===== src/rtl/sys_defs.sv =====
// Shared definitions for the data-memory port arbiter: bus encodings,
// access sizes, arbiter states and the latched load packet.
package sys_defs;

  localparam int XLEN        = 32;
  localparam int ROB_TAG_LEN = 5;
  localparam int MEM_TAG_W   = 4;

  typedef enum logic [1:0] {
    BUS_NONE  = 2'h0,
    BUS_LOAD  = 2'h1,
    BUS_STORE = 2'h2
  } BUS_COMMAND;

  typedef enum logic [1:0] {
    BYTE   = 2'h0,
    HALF   = 2'h1,
    WORD   = 2'h2,
    DOUBLE = 2'h3
  } MEM_SIZE;

  typedef enum logic [2:0] {
    IDLE,
    ST_ISSUE,
    LD_ISSUE,
    LD_WAIT,
    LD_DRAIN
  } ARB_STATE;

  typedef struct packed {
    logic [XLEN-1:0]        address;
    logic [ROB_TAG_LEN-1:0] rob_tag;
    logic [MEM_TAG_W-1:0]   mem_tag;
  } ARB_LD_PACKET;

  // Increment that sticks at all-ones instead of wrapping.
  function automatic logic [31:0] sat_inc(input logic [31:0] v);
    return (v == 32'hFFFF_FFFF) ? v : v + 32'd1;
  endfunction

endpackage


===== src/rtl/mem_port_arbiter_if.sv =====
// Processor <-> data-memory bus. The arbiter is the master (issues
// commands); the memory model/controller is the slave (responds).
interface mem_port_arbiter_if;
  import sys_defs::*;

  BUS_COMMAND             proc2mem_command;
  logic [XLEN-1:0]        proc2mem_addr;
  logic [XLEN-1:0]        proc2mem_data;
  MEM_SIZE                proc2mem_size;
  logic [MEM_TAG_W-1:0]   mem2proc_response;
  logic [XLEN-1:0]        mem2proc_data;
  logic [MEM_TAG_W-1:0]   mem2proc_tag;

  modport master (
    output proc2mem_command, proc2mem_addr, proc2mem_data, proc2mem_size,
    input  mem2proc_response, mem2proc_data, mem2proc_tag
  );

  modport slave (
    input  proc2mem_command, proc2mem_addr, proc2mem_data, proc2mem_size,
    output mem2proc_response, mem2proc_data, mem2proc_tag
  );

endinterface


===== src/rtl/mem_arb_perf_counters.sv =====
// Saturating event counters for the memory port arbiter.
// Present only when MEM_ARB_PERF_EN is defined.
`ifdef MEM_ARB_PERF_EN
module mem_arb_perf_counters
  import sys_defs::*;
(
  input  logic        clock,
  input  logic        reset,
  input  logic        inc_load,
  input  logic        inc_store,
  input  logic        inc_stall,
  output logic [31:0] perf_loads,
  output logic [31:0] perf_stores,
  output logic [31:0] perf_stall_cycles
);

  // Count accepted loads, accepted stores and refused issue cycles.
  always_ff @(posedge clock or negedge reset) begin
    if (!reset) begin
      perf_loads        <= '0;
      perf_stores       <= '0;
      perf_stall_cycles <= '0;
    end else begin
      if (inc_load)  perf_loads        <= sat_inc(perf_loads);
      if (inc_store) perf_stores       <= sat_inc(perf_stores);
      if (inc_stall) perf_stall_cycles <= sat_inc(perf_stall_cycles);
    end
  end

endmodule
`endif


===== src/rtl/mem_port_arbiter.sv =====
// Shares the single data-memory port between the load buffer and the
// ROB store-commit path. Committed stores win; one transaction is
// outstanding at a time; flushed loads are drained until their tag
// returns. Optional perf counters: define MEM_ARB_PERF_EN.
module mem_port_arbiter
  import sys_defs::*;
(
  input  logic                   clock,
  input  logic                   reset,
  mem_port_arbiter_if.master     mem,
  input  logic                   read_mem,
  input  logic [XLEN-1:0]        load_address,
  input  logic [ROB_TAG_LEN-1:0] load_rob_tag,
  input  logic                   st_req,
  input  logic [XLEN-1:0]        st_addr,
  input  logic [XLEN-1:0]        st_data,
  input  logic [1:0]             st_size,
  input  logic                   flush,
  output logic                   mem_busy,
  output logic                   st_done,
  output logic                   ld_done_valid,
  output logic [XLEN-1:0]        ld_done_data,
  output logic [ROB_TAG_LEN-1:0] ld_done_rob_tag
`ifdef MEM_ARB_PERF_EN
  ,
  output logic [31:0]            perf_loads,
  output logic [31:0]            perf_stores,
  output logic [31:0]            perf_stall_cycles
`endif
);

  ARB_STATE               state, state_nxt;
  ARB_LD_PACKET           ld_pkt, ld_pkt_nxt;
  logic [XLEN-1:0]        st_addr_q, st_addr_nxt;
  logic [XLEN-1:0]        st_data_q, st_data_nxt;
  MEM_SIZE                st_size_q, st_size_nxt;
  logic                   ld_done_valid_nxt;
  logic [XLEN-1:0]        ld_done_data_nxt;
  logic [ROB_TAG_LEN-1:0] ld_done_rob_tag_nxt;
  logic                   accepted;
  logic                   tag_match;

  assign accepted  = (mem.mem2proc_response != '0);
  // Tag 0 means "no data this cycle", so it can never complete a load.
  assign tag_match = (mem.mem2proc_tag == ld_pkt.mem_tag) && (mem.mem2proc_tag != '0);
  // A pending store request already owns the next cycle of the port.
  assign mem_busy  = (state != IDLE) || st_req;

  // State and latched transaction fields; reset abandons any transaction.
  always_ff @(posedge clock or negedge reset) begin
    if (!reset) begin
      state           <= IDLE;
      ld_pkt          <= '0;
      st_addr_q       <= '0;
      st_data_q       <= '0;
      st_size_q       <= BYTE;
      ld_done_valid   <= 1'b0;
      ld_done_data    <= '0;
      ld_done_rob_tag <= '0;
    end else begin
      state           <= state_nxt;
      ld_pkt          <= ld_pkt_nxt;
      st_addr_q       <= st_addr_nxt;
      st_data_q       <= st_data_nxt;
      st_size_q       <= st_size_nxt;
      ld_done_valid   <= ld_done_valid_nxt;
      ld_done_data    <= ld_done_data_nxt;
      ld_done_rob_tag <= ld_done_rob_tag_nxt;
    end
  end

  // Next-state, bus drive and completion decode for each arbiter state.
  always_comb begin
    state_nxt             = state;
    ld_pkt_nxt            = ld_pkt;
    st_addr_nxt           = st_addr_q;
    st_data_nxt           = st_data_q;
    st_size_nxt           = st_size_q;
    ld_done_valid_nxt     = 1'b0;
    ld_done_data_nxt      = ld_done_data;
    ld_done_rob_tag_nxt   = ld_done_rob_tag;
    st_done               = 1'b0;
    mem.proc2mem_command  = BUS_NONE;
    mem.proc2mem_addr     = '0;
    mem.proc2mem_data     = '0;
    mem.proc2mem_size     = BYTE;

    case (state)
      IDLE: begin
        if (st_req) begin
          st_addr_nxt = st_addr;
          st_data_nxt = st_data;
          st_size_nxt = MEM_SIZE'(st_size);
          state_nxt   = ST_ISSUE;
        end else if (read_mem) begin
          ld_pkt_nxt.address = load_address;
          ld_pkt_nxt.rob_tag = load_rob_tag;
          ld_pkt_nxt.mem_tag = '0;
          state_nxt          = LD_ISSUE;
        end
      end
      ST_ISSUE: begin
        // Stores are already committed, so flush is deliberately ignored.
        mem.proc2mem_command = BUS_STORE;
        mem.proc2mem_addr    = st_addr_q;
        mem.proc2mem_data    = st_data_q;
        mem.proc2mem_size    = st_size_q;
        if (accepted) begin
          st_done   = 1'b1;
          state_nxt = IDLE;
        end
      end
      LD_ISSUE: begin
        // Suppressing the command on flush keeps memory from ever
        // accepting a load that nobody will wait for.
        if (flush) begin
          state_nxt = IDLE;
        end else begin
          mem.proc2mem_command = BUS_LOAD;
          mem.proc2mem_addr    = ld_pkt.address;
          mem.proc2mem_size    = WORD;
          if (accepted) begin
            ld_pkt_nxt.mem_tag = mem.mem2proc_response;
            state_nxt          = LD_WAIT;
          end
        end
      end
      LD_WAIT: begin
        if (tag_match) begin
          state_nxt = IDLE;
          if (!flush) begin
            ld_done_valid_nxt   = 1'b1;
            ld_done_data_nxt    = mem.mem2proc_data;
            ld_done_rob_tag_nxt = ld_pkt.rob_tag;
          end
        end else if (flush) begin
          state_nxt = LD_DRAIN;
        end
      end
      LD_DRAIN: begin
        if (tag_match) state_nxt = IDLE;
      end
      default: state_nxt = IDLE;
    endcase
  end

`ifdef MEM_ARB_PERF_EN
  mem_arb_perf_counters u_perf (
    .clock             (clock),
    .reset             (reset),
    .inc_load          ((state == LD_ISSUE) && !flush && accepted),
    .inc_store         (st_done),
    .inc_stall         (((state == ST_ISSUE) || (state == LD_ISSUE)) && !accepted),
    .perf_loads        (perf_loads),
    .perf_stores       (perf_stores),
    .perf_stall_cycles (perf_stall_cycles)
  );
`endif

endmodule


===== src/flat_wrapper.sv =====
// flat-port wrapper written by rule: the top's interface ports become plain ports
module mem_port_arbiter_flat import sys_defs::*;
  (clock, reset, read_mem, load_address, load_rob_tag, st_req, st_addr, st_data, st_size, flush, mem_busy, st_done, ld_done_valid, ld_done_data, ld_done_rob_tag, mem_proc2mem_command, mem_proc2mem_addr, mem_proc2mem_data, mem_proc2mem_size, mem_mem2proc_response, mem_mem2proc_data, mem_mem2proc_tag);
  mem_port_arbiter_if mem_i ();
  input  logic clock;
  input  logic reset;
  input  logic read_mem;
  input  logic [XLEN-1:0] load_address;
  input  logic [ROB_TAG_LEN-1:0] load_rob_tag;
  input  logic st_req;
  input  logic [XLEN-1:0] st_addr;
  input  logic [XLEN-1:0] st_data;
  input  logic [1:0] st_size;
  input  logic flush;
  output logic mem_busy;
  output logic st_done;
  output logic ld_done_valid;
  output logic [XLEN-1:0] ld_done_data;
  output logic [ROB_TAG_LEN-1:0] ld_done_rob_tag;
  output wire logic [$bits(mem_i.proc2mem_command)-1:0] mem_proc2mem_command;
  output wire logic [$bits(mem_i.proc2mem_addr)-1:0] mem_proc2mem_addr;
  output wire logic [$bits(mem_i.proc2mem_data)-1:0] mem_proc2mem_data;
  output wire logic [$bits(mem_i.proc2mem_size)-1:0] mem_proc2mem_size;
  input wire logic [$bits(mem_i.mem2proc_response)-1:0] mem_mem2proc_response;
  input wire logic [$bits(mem_i.mem2proc_data)-1:0] mem_mem2proc_data;
  input wire logic [$bits(mem_i.mem2proc_tag)-1:0] mem_mem2proc_tag;
  assign mem_proc2mem_command = mem_i.proc2mem_command;
  assign mem_proc2mem_addr = mem_i.proc2mem_addr;
  assign mem_proc2mem_data = mem_i.proc2mem_data;
  assign mem_proc2mem_size = mem_i.proc2mem_size;
  assign mem_i.mem2proc_response = mem_mem2proc_response;
  assign mem_i.mem2proc_data = mem_mem2proc_data;
  assign mem_i.mem2proc_tag = mem_mem2proc_tag;
  mem_port_arbiter u_core (.clock(clock), .reset(reset), .mem(mem_i), .read_mem(read_mem), .load_address(load_address), .load_rob_tag(load_rob_tag), .st_req(st_req), .st_addr(st_addr), .st_data(st_data), .st_size(st_size), .flush(flush), .mem_busy(mem_busy), .st_done(st_done), .ld_done_valid(ld_done_valid), .ld_done_data(ld_done_data), .ld_done_rob_tag(ld_done_rob_tag));
endmodule

===== config.mk =====
export PLATFORM = sky130hd
export DESIGN_NAME = mem_port_arbiter_flat
export DESIGN_NICKNAME = d
export VERILOG_FILES = /design/src/rtl/sys_defs.sv /design/src/rtl/mem_port_arbiter_if.sv /design/src/rtl/mem_arb_perf_counters.sv /design/src/rtl/mem_port_arbiter.sv /design/src/flat_wrapper.sv
export SDC_FILE = /design/constraint.sdc
export NUM_CORES = 1
export LEC_CHECK = 0
export CAP_MARGIN = 30
export CORE_ASPECT_RATIO = 0.8
export CORE_UTILIZATION = 44
export CTS_CLUSTER_SIZE = 40
export DETAILED_ROUTE_END_ITERATION = 7
export GPL_ROUTABILITY_DRIVEN = 0
export GPL_TIMING_DRIVEN = 0
export PLACE_DENSITY = 0.78
export RECOVER_POWER = 100
export SYNTH_ARGS = -nofsm -noshare
export SYNTH_HDL_FRONTEND = slang
export SYNTH_HIERARCHICAL = 1
export SYNTH_SLANG_ARGS = --single-unit

===== constraint.sdc =====
create_clock -name clock -period 2.22 [get_ports clock]
set_clock_uncertainty 0.2 [all_clocks]
set_input_delay 0.333 -clock clock [delete_from_list [all_inputs] [get_ports clock]]
set_output_delay 0.333 -clock clock [all_outputs]
set_load 0.05 [all_outputs]

After elaboration in Yosys (flattened, before gate mapping)

Index checks and enable logic that the tools add are counted.
W data, S select, Z words.

Add/subtract/negate cells: 0
Divide/modulo/power cells: 0
Order comparisons: 0
Reductions and logical operators: 12
Multiply operators: 0
Bitwise operators: 2
Equality and inequality tests: 14
Shift-type cells: 0
Multiplexer cells: 26

Operators with widths:

| cell                 | number |
|---|---|
| $mux W32             | 2 |
| $pmux W32 S2         | 1 |
| $mux W3              | 8 |
| $mux W4              | 4 |
| $pmux W3 S5          | 1 |
| $reduce_and A5 Y1    | 2 |
| $pmux W2 S2          | 2 |
| $pmux W4 S2          | 1 |
| $reduce_bool A4 Y1   | 2 |
| $eq A3 B2 Y1 const B | 2 |
| $mux W1              | 6 |
| $ne A2 B1 Y1 const B | 3 |
| $ne A2 B2 Y1 const B | 3 |
| $ne A3 B2 Y1 const B | 2 |
| $reduce_and A3 Y1    | 2 |
| $eq A4 B4 Y1         | 1 |
| $eq A3 B1 Y1 const B | 1 |
| $eq A3 B3 Y1 const B | 1 |
| $logic_not A3 Y1     | 1 |
| $ne A3 B3 Y1 const B | 1 |
| $reduce_bool A3 Y1   | 1 |
| $mux W2              | 1 |
| $not A1 Y1           | 2 |
| $reduce_and A2 Y1    | 1 |
| other kinds (3)      | 3 |

Memory bits (read-only): 0
Bits in writable memories: 0
Bits of input ports: 148
Word-level logic and storage cells: 64
Bits in latches: 0
Output and inout port bits: 108
Memories: 0
Register bits: 148

Longest topological paths before layout

Gate-level depths: netlist (run 1).

Depth in word-level cells: 4
Gate-level depth with buffers: 8
Depth with buffers taken out: 4

Worst setup path before layout (run 1)

Ideal clock, no wire load.

Path kind: flip-flop to output port
Start: register u_core.state[2]
End: output st_done
Slack: -0.223 ns
Path buffers: 2
Required time: 1.687 ns
Stages on the path, launching flop included: 5
Arrival: 1.910 ns
Cell sequence: dfrtp_1 buf_2 nor3b_2 clkbuf_1 and2_1

Word-level cells in the longest chain between the ends: 2

Ends and longest elaborated chain:

| item                     | RTL line               | source |
|---|---|---|
| start: declaration       | mem_port_arbiter.sv:32 | `ARB_STATE state, state_nxt;` |
| start signal: assignment | mem_port_arbiter.sv:61 | `state <= state_nxt;` |
| $eq A3 B1 Y1             | mem_port_arbiter.sv:88 | `case (state)` |
| $mux W1                  | mem_port_arbiter.sv:88 |  |
| end: declaration         | flat_wrapper.sv:16     | `output logic st_done;` |

Every way passes these cells.

Worst setup path in the final report (run 1)

Start: register u_core.state[1]
End: output mem_proc2mem_addr[4]

Word-level cells in the longest chain between the ends: 2
Elaborated cells on any way between the ends: 3
Those cells by class: 2 x eq/ne; 1 x mux

Ends and longest elaborated chain:

| item                                                | RTL line               | source |
|---|---|---|
| $eq A3 B2 Y1 / $eq A3 B1 Y1 (equally long branches) | mem_port_arbiter.sv:88 |  |
| $pmux W32 S2 (*)                                    | mem_port_arbiter.sv:88 |  |
| end: declaration                                    | flat_wrapper.sv:21     | `output wire logic [$bits(mem_i.proc2mem_addr)-1:0] mem_proc2mem_addr;` |

Every way passes the cells marked *; elsewhere a longest branch is shown, timed or not.

==> results of run 1 <==
==> routing by layer <==
metal | up-vias | GRT usage, % | routed length [µm]
li1 | 2472 | - | -
met1 | 2615 | 27.71 | 7244
met2 | 196 | 41.20 | 9273
met3 | 27 | 10.20 | 1524
met4 | 0 | 10.13 | 308
met5 | - | 0 | 0
==> cells by family after synthesis <==
family | after synthesis | synth area share [%]
AOI/OAI and AO/OA | 47 | 6.416
xor gates and xnor gates | 3 | 0.4096
buffers and inverters | 41 | 3.257
DFF | 148 | 57.72
muxes | 74 | 14.10
and+or+nand+nor | 257 | 18.10
==> through the flow <==
stage,worst slack (ps),area [µm²],hold WS [ps]
2_1_floorplan,10.20,6430,-162.6
3_3_place_gp,-5051,9213,250.2
3_5_place_dp,-1182,9241,254.2
4_1_cts,-204.0,10320,220.1
5_1_grt,-264.1,10390,235.0
6_report,-226.7,10390,246.5
==> flip-flops by register name, indices dropped and copies added, names as in the netlist <==
| signal | count |
|---|---|
| u_core/st_size_q | 2 |
| u_core/state | 3 |
| u_core/ld_done_valid | 1 |
| u_core/st_data_q | 32 |
| u_core/st_addr_q | 32 |
| u_core/ld_done_data | 32 |
| u_core/ld_pkt | 41 |
| u_core/ld_done_rob_tag | 5 |
==> path summary, 6_finish.rpt <==
| path | startpoint | to | slack (ps) | cells past startpoint |
|---|---|---|---|---|
| worst max register to register | u_core/ld_pkt[1] | u_core/ld_done_data[8] | -120 | 6 |
| worst max-delay path | u_core/state[1] | mem_proc2mem_addr[4] | -230 | 7 |
| max in group asynchronous | reset | u_core/st_data_q[13] | 270 | 3 |
| worst min-delay path | st_addr[19] | u_core/st_addr_q[19] | 250 | 3 |
| worst min register to register | u_core/st_data_q[27] | u_core/st_data_q[27] | 270 | 2 |
| min in group asynchronous | reset | u_core/ld_done_data[6] | 530 | 2 |
==> power groups by stage <==
| stage | registers (mW) | clock network [mW] | logic [mW] |
|---|---|---|---|
| 6_report | 4.30 | 2.99 | 7.84 |
| 2_1_floorplan | 4.25 | 0 | 4.42 |
| 3_3_place_gp | 4.22 | 0 | 6.53 |
| 4_1_cts | 4.27 | 3.07 | 7.60 |
| 3_5_place_dp | 4.29 | 0 | 6.67 |
| 5_1_grt | 4.40 | 3.19 | 8.30 |
==> repair_timing <==
item                                   4_1_cts  5_1_grt
setup endpoints to repair                   70      130
hold buffers                                 1        0
gates cloned                                 2        1
resized for setup                          560       28
endpoints found under the hold margin       86        0
pin swaps                                   20       14
buffers inserted                            12        1
==> Yosys cell counts, drive strengths merged <==
cell type,n
a211oi,2
a21bo,1
a21o,1
a21oi,1
a22o,33
a22oi,1
a2bb2oi,1
and2,36
and4bb,1
buf,22
clkbuf,14
dfrtp,148
inv,5
mux2,74
nand2,201
nand3,1
nand3b,1
nand4,4
nand4b,1
nor2,2
nor3,3
nor3b,2
nor4,1
nor4b,1
o21ai,5
o21ba,2
or2,1
or4,2
xor2,3
==> critical path: cells and delay by family, from the launching register on <==
| kind | cells | cell delay (ps) |
|---|---|---|
| buf+inv | 5 | 730 |
| flops | 1 | 380 |
| simple gates | 1 | 190 |
| compound gates | 1 | 190 |
==> area by class of cell <==
class | count | area [µm²]
Clock inverter | 12 | 178.9
Timing Repair Buffer | 273 | 2937
Multi-Input combinational cell | 381 | 2580
Inverter | 5 | 18.77
Tap cell | 184 | 230.2
Clock buffer | 19 | 442.9
Sequential cell | 148 | 3704
Buffer | 36 | 302.8
Fill cell | 942 | 3855
==> impl_metrics.py, run 1 <==
metrics = {
    "status": {
        "status": "complete, but fails checks",
        "violations": "setup timing",
    },
    "power_and_ir_drop": {
        "clock_power_share_pct": 19.8,
        "p_sw_mw": 6.117,
        "seqPwrFrac_pct": 28.4,
        "pwr-share-comb_pct": 51.8,
        "switching_share_pct": 40.43,
        "p_leak_nw": 5.015,
        "power.internal_mw": 9.013,
        "ir_drop_v": 0.001075,
        "total_power_mw": 15.13,
        "cellPowerDensity_nw_per_um2": 1456,
    },
    "sta": {
        "worst_slack_ps": -226.7,
        "max_slew_margin_pct": 20.44,
        "timing.final.crit_share_pct": 110.2,
        "tns_ps": -14280,
        "min_period_ps": 2447,
        "rsz0062_at_grt": "yes",
        "hold_violations": 0,
        "fmax_mhz": 408.7,
        "worst_pin_slew_ps": 1193,
        "setup_viol": 127,
        "slew_violations": 0,
    },
    "clocking": {
        "path_clk_slew_ps": 60,
        "cts_tree": "built",
        "htreeDepth": 4,
        "clock_sinks": 148,
        "cts_root_buf": "clkbuf_16",
        "clockBufferDepth": 2,
        "insertion_delay_ps": 420,
        "cts_inserted_buffers": 17,
    },
    "critical_path": {
        "start_kind": "flop",
        "critical_path.endpoint_type": "primary output",
        "path_cells": "buf_6, nor3b_4, buf_6, buf_12, buf_6, a22o_1, buf_6",
        "worstSetupPathType": "flop to primary output",
        "crit_fanout": 8,
        "required_ps": 1690,
        "critPathMaxStageDelay_ps": 380,
        "cp_data_arrival_time_ps": 1910,
        "cp_slowest_cell": "dfrtp_1",
        "critPathMostFrequentCell": "buf_6",
    },
    "cells_and_area": {
        "final_cells": 1058,
        "antenna_cells": 0,
        "post-route-util_pct": 72.95,
        "drive_gt1_share_pct": 30.09,
        "final_cell_mix": "200 x nand2_1, 183 x clkdlybuf4s50_1, 148 x dfrtp_1",
        "nets": 1010,
        "syn2layout_area_growth_pct": 61.99,
        "final_common_cell": "nand2_1",
    },
    "synthesis": {
        "synthesis.area_um2": 6416,
        "syn_avg_cell_area_um2": 11.26,
        "synthCells": 570,
        "synth_cell_types": 40,
        "ys_seq_area_share_pct": 57.72,
        "synth_warnings": 6,
        "yosysTopAreaCellShare_pct": 57.72,
        "synth_fp_nets": 718,
        "yosys.area.top_type": "dfrtp_1",
        "synth_area_leaders": "dfrtp_1 58%, nand2_1 12%, mux2_2 9.7%",
        "ys_ff_latch": 148,
    },
    "place": {
        "dp_cells": 1010,
        "dp_hpwl_um": 12760,
        "io_buffers": 255,
    },
    "global_routing": {
        "grt_overflow": 0,
        "antenna_found_initial": 0,
        "grt.total_usage_pct": 24.53,
        "grt_max_degree": 88,
        "grt_pass1_wl_um": 27420,
        "grt_pass1_vias": 5560,
    },
    "route": {
        "antenna_left": 0,
        "drt-wirelength-per-cell_um": 17.34,
        "vias": 5310,
        "drt_iter0_drc": 212,
        "vias_per_cell": 5.019,
        "wl_um": 18350,
        "drt_pre_antenna_iters": 5,
        "drc": 0,
    },
    "die": {
        "core_um2": 14250,
        "die_area_um2": 15070,
        "io_pins": 256,
        "die_w_um": 137.0,
        "die-height_um": 110.0,
        "start_util_pct": 45.03,
        "rows": 39,
    },
    "worst_hold_path": {
        "hold_class": "input port to flop",
    },
    "flow_run": {
        "max-cap-violations": 0,
    },
}
No activity file was read; power rests on OpenSTA's default activity.
==> run 2: changes to the inputs <==
--- a/config.mk
+++ b/config.mk
@@ -5,6 +5,7 @@
 export SDC_FILE = /design/constraint.sdc
 export NUM_CORES = 1
 export LEC_CHECK = 0
+export ABC_AREA = 1
 export CAP_MARGIN = 30
 export CORE_ASPECT_RATIO = 0.8
 export CORE_UTILIZATION = 44
==> run 2 against run 1 <==
Effect of this change:
- the flow still finishes with violations (setup timing)
- first-iteration DRC count grew 35%
- flip-flop and latch count is the same
- core utilization grew 1.1 points
- fmax grew 7.6%
- highest routed layer unchanged
==> impl_metrics.py, run 2 <==
metrics = {
    "status": {
        "status": "complete, but fails checks",
        "violations": "setup timing",
    },
    "synthesis": {
        "synth_edf_count": 0,
        "ys_ff_latch": 148,
        "synthArstFlopShare_pct": 100.0,
        "ys_seq_area_share_pct": 57.11,
        "synth_warnings": 6,
        "synthCells": 712,
        "synth_cell_types": 23,
        "synthesis.area_um2": 6485,
        "synth_fp_nets": 860,
        "yosysTopAreaCellShare_pct": 57.11,
        "synth_ff_type": "dfrtp_1",
        "syn_avg_cell_area_um2": 9.108,
        "yosys.area.top_type": "dfrtp_1",
        "synth_common_cells": "237 x nand2_1, 148 x dfrtp_1, 100 x o21ai_0",
        "synth_area_leaders": "dfrtp_1 57%, nand2_1 14%, o21ai_0 7.7%",
        "synth_most_common_cell": "nand2_1",
    },
    "route": {
        "highest_layer": "met4",
        "wl_met1_um": 8002,
        "wl_um": 19740,
        "drt_pre_antenna_iters": 4,
        "drt-wirelength-per-cell_um": 16.49,
        "vias": 5788,
        "drc": 0,
        "antenna_left": 0,
        "vias_per_cell": 4.835,
        "routed-wl-met3_um": 1818,
        "drt_iter0_drc": 286,
        "routed-wl-met2_um": 9623,
    },
    "sta": {
        "setup_viol": 12,
        "timing.hold.ws_ps": 248.2,
        "slew_violations": 0,
        "tns_ps": -254.3,
        "rsz0062_at_grt": "yes",
        "worst_slack_ps": -53.24,
        "hold_violations": 0,
        "fmax_mhz": 439.9,
        "max_slew_margin_pct": 31.69,
        "min_period_ps": 2273,
        "timing.final.crit_share_pct": 102.4,
        "worst_pin_slew_ps": 1025,
    },
    "critical_path": {
        "critPathMostFrequentCell": "buf_4",
        "worstSetupPathType": "flop to primary output",
        "crit_fanout": 10,
        "startpoint": "u_core/state[2]",
        "timing.rr.start": "u_core/state[2]",
        "cp_slowest_cell": "dfrtp_1",
        "required_ps": 1690,
        "r2r_slack_ps": 140,
        "path_cells": "inv_2, nand3_4, buf_4, o21ai_0, buf_4",
        "critical_path.endpoint_type": "primary output",
        "cp_data_arrival_time_ps": 1740,
        "critPathMaxStageDelay_ps": 420,
        "start_kind": "flop",
    },
    "cells_and_area": {
        "final_cell_mix": "215 x nand2_1, 184 x clkdlybuf4s50_1, 147 x dfrtp_1",
        "syn2layout_area_growth_pct": 63.80,
        "antenna_cells": 0,
        "seqCellArea_um2": 3705,
        "nets": 1149,
        "final_common_cell": "nand2_1",
        "fin_area_um2": 10620,
        "nFillCells": 1020,
        "post-route-util_pct": 74.05,
        "largest_reg_flops": 41,
        "drive_gt1_share_pct": 26.06,
        "largest-register": "u_core/ld_pkt",
        "multi_input_area_um2": 2623,
    },
    "die": {
        "rows": 39,
        "die_w_um": 137.7,
        "io_pins": 256,
        "core_um2": 14350,
        "start_util_pct": 45.20,
        "die-height_um": 110.6,
        "die_area_um2": 15230,
    },
    "place": {
        "dp_hpwl_um": 13170,
        "io_buffers": 255,
        "dpl_cell_area_um2": 9296,
    },
    "power_and_ir_drop": {
        "p_leak_nw": 5.135,
        "power.internal_mw": 8.878,
        "switching_share_pct": 44.25,
        "pwr-share-comb_pct": 53.7,
        "clock_power_share_pct": 17.6,
        "p_sw_mw": 7.046,
        "ir_drop_v": 0.001058,
        "cellPowerDensity_nw_per_um2": 1499,
        "total_power_mw": 15.92,
        "seqPwrFrac_pct": 28.7,
    },
    "global_routing": {
        "antenna_found_initial": 0,
        "grt.total_usage_pct": 25.81,
        "grt_pass1_vias": 5853,
        "grt_pass1_wl_um": 29680,
        "grt_overflow": 0,
        "grt_max_degree": 76,
    },
    "clocking": {
        "path_clk_slew_ps": 60,
        "clockBufferDepth": 2,
        "cts_tree": "built",
        "cts_inserted_buffers": 17,
        "htreeDepth": 4,
        "insertion_delay_ps": 410,
        "cts_root_buf": "clkbuf_16",
        "clock_sinks": 148,
    },
    "worst_hold_path": {
        "hold_class": "input port to flop",
        "hold_start": "mem_mem2proc_data[8]",
    },
    "flow_run": {
        "max-cap-violations": 0,
    },
}
==> run 2: changes by cell type in the layout (fill, tap and decap cells not counted), moves of 16 or more <==
cell / delta
o21ai_2: +20
buf_8: -22
inv_1: +75
nor2_4: +20
mux2_2: -48
o21ai_0: +65
a22o_1: -22
nand2_2: +16
nor2_1: +20
and2_4: -21
==> run 2: repair_timing <==
action,4_1_cts,5_1_grt
hold buffers,1,0
resized for setup,561,101
setup buffers,5,3
endpoints found under the hold margin,73,0
endpoints found under the setup margin,70,70
gates cloned,1,4
pin swaps,3,4
==> run 2: cell families after synthesis <==
logic type | after synthesis | synth area share (%)
AO/OA/AOI/OAI | 106 | 8.200
buffers and inverters | 123 | 8.586
flip-flops | 148 | 57.11
multiplexers | 37 | 8.161
AND/OR/NAND/NOR | 298 | 17.94
==> run 2: cell type report <==
cell class	instances	share of cell area, %
clock buffer	22	4.464
timing repair buffer	270	26.33
inverter	88	3.227
clock inverter	9	0.9776
multi-input combinational	441	24.69
tap	184	2.167
sequential	148	34.88
buffer	35	3.274
==> run 2: routing by layer <==
metal / global-route usage, % / vias to the layer above
met5: 0 / -
met4: 8.333 / 0
met3: 9.688 / 22
met2: 43.32 / 211
met1: 30.23 / 2762
li1: - / 2793
==> run 2: critical path: cells and delay by family (launching register included) <==
kind	cells	cell delay [ps]
flip-flops	1	420
AND/OR/NAND/NOR	1	140
buffers and inverters	3	570
AO/OA/AOI/OAI	1	190
==> run 2: final timing paths <==
check                                            endpoint  depth (start not counted)
worst max-delay path                mem_proc2mem_addr[20]                          5
worst min-delay path               u_core/ld_done_data[8]                          3
worst max register to register       u_core/st_addr_q[10]                          8
worst min register to register  u_core/ld_done_rob_tag[0]                          2
max in group asynchronous                u_core/ld_pkt[9]                          3
min in group asynchronous                u_core/ld_pkt[5]                          2
==> run 2: stage by stage <==
step	instances	setup slack, ps
floorplan	712	-212.6
global placement	1151	-5392
detailed placement	1152	-1057
CTS	1190	-70.42
global route	1197	-99.38
finish	1197	-53.24
==> run 2: power groups by stage <==
stage / combinational (mW) / clock, mW / sequential (mW)
final: 8.55 / 2.80 / 4.57
after global routing: 9.07 / 2.98 / 4.69
after CTS: 7.97 / 2.84 / 4.50
after detailed placement: 7.33 / 0 / 4.51
after global placement: 7.22 / 0 / 4.47
after floorplan: 3.90 / 0 / 5.41
==> RTL edit 1 (config.mk and constraints of run 1) <==
Register the output `ld_done_rob_tag` once more; this adds one clock of latency there. The other outputs are not delayed to match.
--- a/src/rtl/mem_port_arbiter.sv
+++ b/src/rtl/mem_port_arbiter.sv
@@ -29,6 +29,8 @@
 `endif
 );
 
+  logic [ROB_TAG_LEN-1:0] ld_done_rob_tag_s0;
+
   ARB_STATE               state, state_nxt;
   ARB_LD_PACKET           ld_pkt, ld_pkt_nxt;
   logic [XLEN-1:0]        st_addr_q, st_addr_nxt;
@@ -56,7 +58,7 @@
       st_size_q       <= BYTE;
       ld_done_valid   <= 1'b0;
       ld_done_data    <= '0;
-      ld_done_rob_tag <= '0;
+      ld_done_rob_tag_s0 <= '0;
     end else begin
       state           <= state_nxt;
       ld_pkt          <= ld_pkt_nxt;
@@ -65,7 +67,7 @@
       st_size_q       <= st_size_nxt;
       ld_done_valid   <= ld_done_valid_nxt;
       ld_done_data    <= ld_done_data_nxt;
-      ld_done_rob_tag <= ld_done_rob_tag_nxt;
+      ld_done_rob_tag_s0 <= ld_done_rob_tag_nxt;
     end
   end
 
@@ -78,7 +80,7 @@
     st_size_nxt           = st_size_q;
     ld_done_valid_nxt     = 1'b0;
     ld_done_data_nxt      = ld_done_data;
-    ld_done_rob_tag_nxt   = ld_done_rob_tag;
+    ld_done_rob_tag_nxt   = ld_done_rob_tag_s0;
     st_done               = 1'b0;
     mem.proc2mem_command  = BUS_NONE;
     mem.proc2mem_addr     = '0;
@@ -157,5 +159,9 @@
   );
 `endif
 
+  always_ff @(posedge clock) begin
+    ld_done_rob_tag <= ld_done_rob_tag_s0;
+  end
+
 endmodule
 
Formal check against the unedited RTL: not equivalent (a bounded check fails within 4 cycles, from zero or initial values and one cycle with reset low).
==> RTL edit 1 against run 1 <==
The flow still finishes with violations (negative setup slack); final area grew 1.6%; die area grew 1.5%; highest routed layer unchanged; largest power group unchanged; setup slack gained 32 ps; total power grew 2.3%; sequential cell count grew 5; hold slack lost 80 ps; routed wire length grew 1.4%; area after synthesis grew 1.6%; combinational power shrank 0.5%.
==> RTL edit 1: results (changes against run 1) <==
* Crit path largest cell delay at 380 ps (about the same)
* Slew headroom at 30.2% (was 20.4%)
* First-pass GRT wire length at 29900 µm (was 27400 µm)
* Synth area leaders: dfrtp_1, nand2_1, mux2_2 (unchanged)
* Post-synthesis async set-or-reset flop share at 96.7% (was 100%)
* Routed wire length per instance at 17.5 µm (was 17.3 µm)
* Max reg flops at 41 (unchanged)
* Final setup viols at 138 (was 127)
* Skew-Pair Late Insertion Delay at between 400 and 500 ps
* Type of the most critical hold path: flop to flop (was primary input to flop)
* Post-DP HPWL at 13200 µm (was 12800 µm)
* Synth Flop Type: dfrtp_1 (unchanged)
* Outcome: finished with violations (unchanged)
* Crit path DAT at 1880 ps (was 1910 ps)
* CTS clk-pin slew, worst paths at 60 ps (about the same)
* Grt total ovfl at 0 (unchanged)
* Largest net degree at the start of global routing at 76 (was 88)
* Layout cells sized above 1 at 29.6% (was 30.1%)
* Initial DRC count at 208 (was 212)
* Syn nets at 723 (was 718)
* Setup TNS at -13340 ps (was -14280 ps)
* Fillers at 988 (was 942)
* VDD IR-drop max at 1.16 mV (was 1.07 mV)
* Nets at 1012 (was 1010)
* LEAKAGE at 5.11 nW (was 5.02 nW)
* Post-synth cell types at 41 (was 40)
* Vias in the first global route at 5587 (was 5560)
* Clk buf depth at 2 (unchanged)
* Final WS setup at -195 ps (was -227 ps)
* Via density at 5.01 (was 5.02)
* Ys Warns at 6 (unchanged)
* Failing checks: negative setup slack (unchanged)
* Synth top cells by count: nand2_1, dfrtp_1, mux2_2 (unchanged)
* Crit path max fanout at 8 (unchanged)
* Global Route Usage Sum at 25.0% (was 24.5%)
* Setup WS pre-CTS at -1170 ps (was -1180 ps)
* Share of the yosys chip area belonging to registers at 58.4% (was 57.7%)
* Diode count at 0 (unchanged)
RTL edit 1: changes by cell type in the layout (fill, tap and decap cells not counted), sizes merged:
cell           delta
bufinv            +2
dlygate4sd3       +8
clkbuf            -3
clkdlybuf4s50     -8
clkinv            -1
buf               -1
dfxtp             +5
inv               +1
RTL edit 1: layout make-up:
type	instances	area, µm²	share of cell area (%)
Buffer	35	307	2.90
Timing Repair Buffer	271	2930	27.7
Multi-Input combinational cell	381	2600	24.6
Tap cell	184	230	2.18
Clock inverter	14	243	2.30
Clock buffer	18	429	4.06
Inverter	5	18.8	0.178
Sequential cell	153	3800	36.0
RTL edit 1: metal layers:
layer	routed length, µm	part of all wire [%]	global-route usage, %	vias to the layer above
met3	979	5.3	5.53	19
met5	0	0	0	-
met4	218	1.2	7.77	0
met2	9460	51	42.5	187
li1	-	-	-	2483
met1	7950	43	31.7	2629
RTL edit 1: stage by stage:
stage                     area (µm²)  power [mW]  cells
after floorplan                 6530        8.77    575
after global placement          9310        10.9   1014
after detailed placement        9340        11.1   1015
after CTS                      10500        15.4   1056
after global routing           10600        16.2   1061
final                          10600        15.5   1061
RTL edit 1: kinds of logic after synthesis:
| logic type | after synthesis | synth area share [%] |
|---|---|---|
| buffers and inverters | 41 | 3.21 |
| AND/OR/NAND/NOR | 257 | 17.8 |
| flip-flops | 153 | 58.4 |
| XOR/XNOR | 3 | 0.403 |
| multiplexers | 74 | 13.9 |
| AO/OA/AOI/OAI | 47 | 6.32 |
RTL edit 1: path summary, 6_finish.rpt:
path	start	to	slack, ps	depth (start not counted)
setup / recovery	u_core/state[1]	mem_proc2mem_addr[0]	-190	7
hold / removal	u_core/ld_done_rob_tag_s0[4]	u_core/ld_done_rob_tag[4]	170	0
setup reg to reg	u_core/state[1]	u_core/ld_pkt[9]	-120	7
hold reg to reg	u_core/ld_done_rob_tag_s0[4]	u_core/ld_done_rob_tag[4]	170	0
max in group asynchronous	reset	u_core/st_addr_q[9]	250	3
min in group asynchronous	reset	u_core/ld_done_data[12]	470	2
RTL edit 1: worst register-to-register path, stage by stage (launching register included):
cell      delay (ps)
dfrtp_1          380
buf_6            130
clkbuf_1         140
nor3_2           370
nand3b_1         120
clkbuf_2         280
buf_2            290
mux2_2           310
RTL edit 1: repair_timing:
item,in CTS,in global routing
setup buffers,7,5
cloned,1,1
endpoints found under the setup margin,70,115
hold buffers,1,0
gates resized for setup,573,22
hold endpoints to repair,74,0
pin swaps,31,4
RTL edit 1: power by group:
group / switching [mW] / internal [mW]
registers: 0.579 / 3.81
clock network: 1.17 / 2.12
logic: 4.42 / 3.37
total: 6.17 / 9.30
==> RTL edit 2 (flow settings as in run 1) <==
Made on the original files. Change the package constant `XLEN` from 32 to 48.
--- a/src/rtl/sys_defs.sv
+++ b/src/rtl/sys_defs.sv
@@ -2,7 +2,7 @@
 // access sizes, arbiter states and the latched load packet.
 package sys_defs;
 
-  localparam int XLEN        = 32;
+  localparam int XLEN        = 48;
   localparam int ROB_TAG_LEN = 5;
   localparam int MEM_TAG_W   = 4;
 
Interface: changed (7 resized); port bits go from 256 to 368. No check against the original RTL was run, so the function may have changed too.
==> RTL edit 2 against run 1 <==
The run still ends with negative setup slack left; sequential power up 44%; area after synthesis up 39%; sequential cell count up 64; critical path depth down 3; setup slack worse by 86 ps; combinational power up 49%; count of clock-buffer cells in the layout up 12; final area up 42%; total power up 46%; global-route usage up 2.0 points; routed wire length up 55%.
==> RTL edit 2: results (changes against run 1) <==
* Skew-Pair Late Insertion Delay at 510 ps (was 420 ps)
* # resized after CTS at 854 (was 560)
* Crit path DAT at 2000 ps (was 1910 ps)
* Final setup viols at 102 (was 127)
* Vias in the first global route at 7674 (was 5560)
* Synth top cells by count: nand2_1, dfrtp_1, mux2_2 (unchanged)
* Post-synth cell types at 33 (was 40)
* Reg2reg setup slack at 30 ps (was -120 ps)
* Failing checks: negative setup slack (unchanged)
* Met1 Use GR at 29.9% (was 27.7%)
* Total number of vias at 7604 (was 5310)
* LEAKAGE at 7.73 nW (was 5.02 nW)
* TritonCTS Buffers at 23 (was 17)
* Clk buf depth at 3 (was 2)
* R2r worst-path depth at 8 (was 6)
* # Post-CTS Setup Buffers at 6 (was 12)
* Layout cells sized above 1 at 29.6% (was 30.1%)
* First-pass GRT wire length at 42300 µm (was 27400 µm)
* Htree depth at 1 (was 4)
* Setup TNS at -24950 ps (was -14280 ps)
* Psw at 9.09 mW (was 6.12 mW)
* Nets at 1433 (was 1010)
* Slew @ Worst Pin at 1460 ps (was 1190 ps)
* Final WS setup at -313 ps (was -227 ps)
* Fillers at 1379 (was 942)
* Largest net degree at the start of global routing at 112 (was 88)
* Share of the yosys chip area belonging to registers at 59.5% (was 57.7%)
* Crit path max fanout at 5 (was 8)
* Outcome: finished with violations (unchanged)
* Metal-1 WL at 10400 µm (was 7240 µm)
* Syn nets at 1021 (was 718)
* Syn Area/Cell at 11.0 µm² (was 11.3 µm²)
* Post-Layout Cell Count at 1502 (was 1058)
## RTL edit 2: cell types whose count changed in the layout (fill, tap and decap cells not counted), moves of 18 or more
| cell | delta |
|---|---|
| nand2_1 | +97 |
| dlygate4sd2_1 | +18 |
| dfrtp_1 | +62 |
| mux2_2 | +48 |
| clkdlybuf4s50_1 | +31 |
| a22o_1 | +19 |
| mux2_4 | -19 |
| dlymetal6s2s_1 | +32 |
## RTL edit 2: final cells by class
type | count | share of cell area [%]
repair buffers | 387 | 28.7
clock buffers | 31 | 4.65
plain buffers | 49 | 3.23
diodes | 2 | 0.0340
inverters | 6 | 0.153
well taps | 264 | 2.24
clock inverters | 9 | 1.03
flip-flops and latches | 212 | 36.0
multi-input cells | 542 | 23.9
## RTL edit 2: power groups by stage
stage	Sequential [mW]	Combinational [mW]	Clock, mW
after global placement	6.12	9.66	0
after CTS	6.16	11.2	4.25
after global routing	6.35	12.3	4.41
after floorplan	6.17	6.34	0
final	6.19	11.7	4.15
after detailed placement	6.15	9.80	0
## RTL edit 2: cells by family after synthesis
family / synth area share, %
multiplexers: 13.4
XOR/XNOR: 0.295
flip-flops: 59.5
AO/OA/AOI/OAI: 6.06
buffers and inverters: 2.89
AND/OR/NAND/NOR: 17.9
## RTL edit 2: critical path, cell delays in order, from the launching register on
cell	delay, ps
dfrtp_2	450
buf_4	150
buf_4	150
or4_4	560
buf_12	170
## RTL edit 2: final timing paths
check	startpoint	endpoint
worst max-delay path	u_core/state[1]	mem_busy
worst min-delay path	st_data[6]	u_core/st_data_q[6]
worst max register to register	u_core/state[1]	u_core/st_addr_q[9]
worst min register to register	u_core/st_data_q[0]	u_core/st_data_q[0]
max in group asynchronous	reset	u_core/state[2]
min in group asynchronous	reset	u_core/ld_pkt[54]
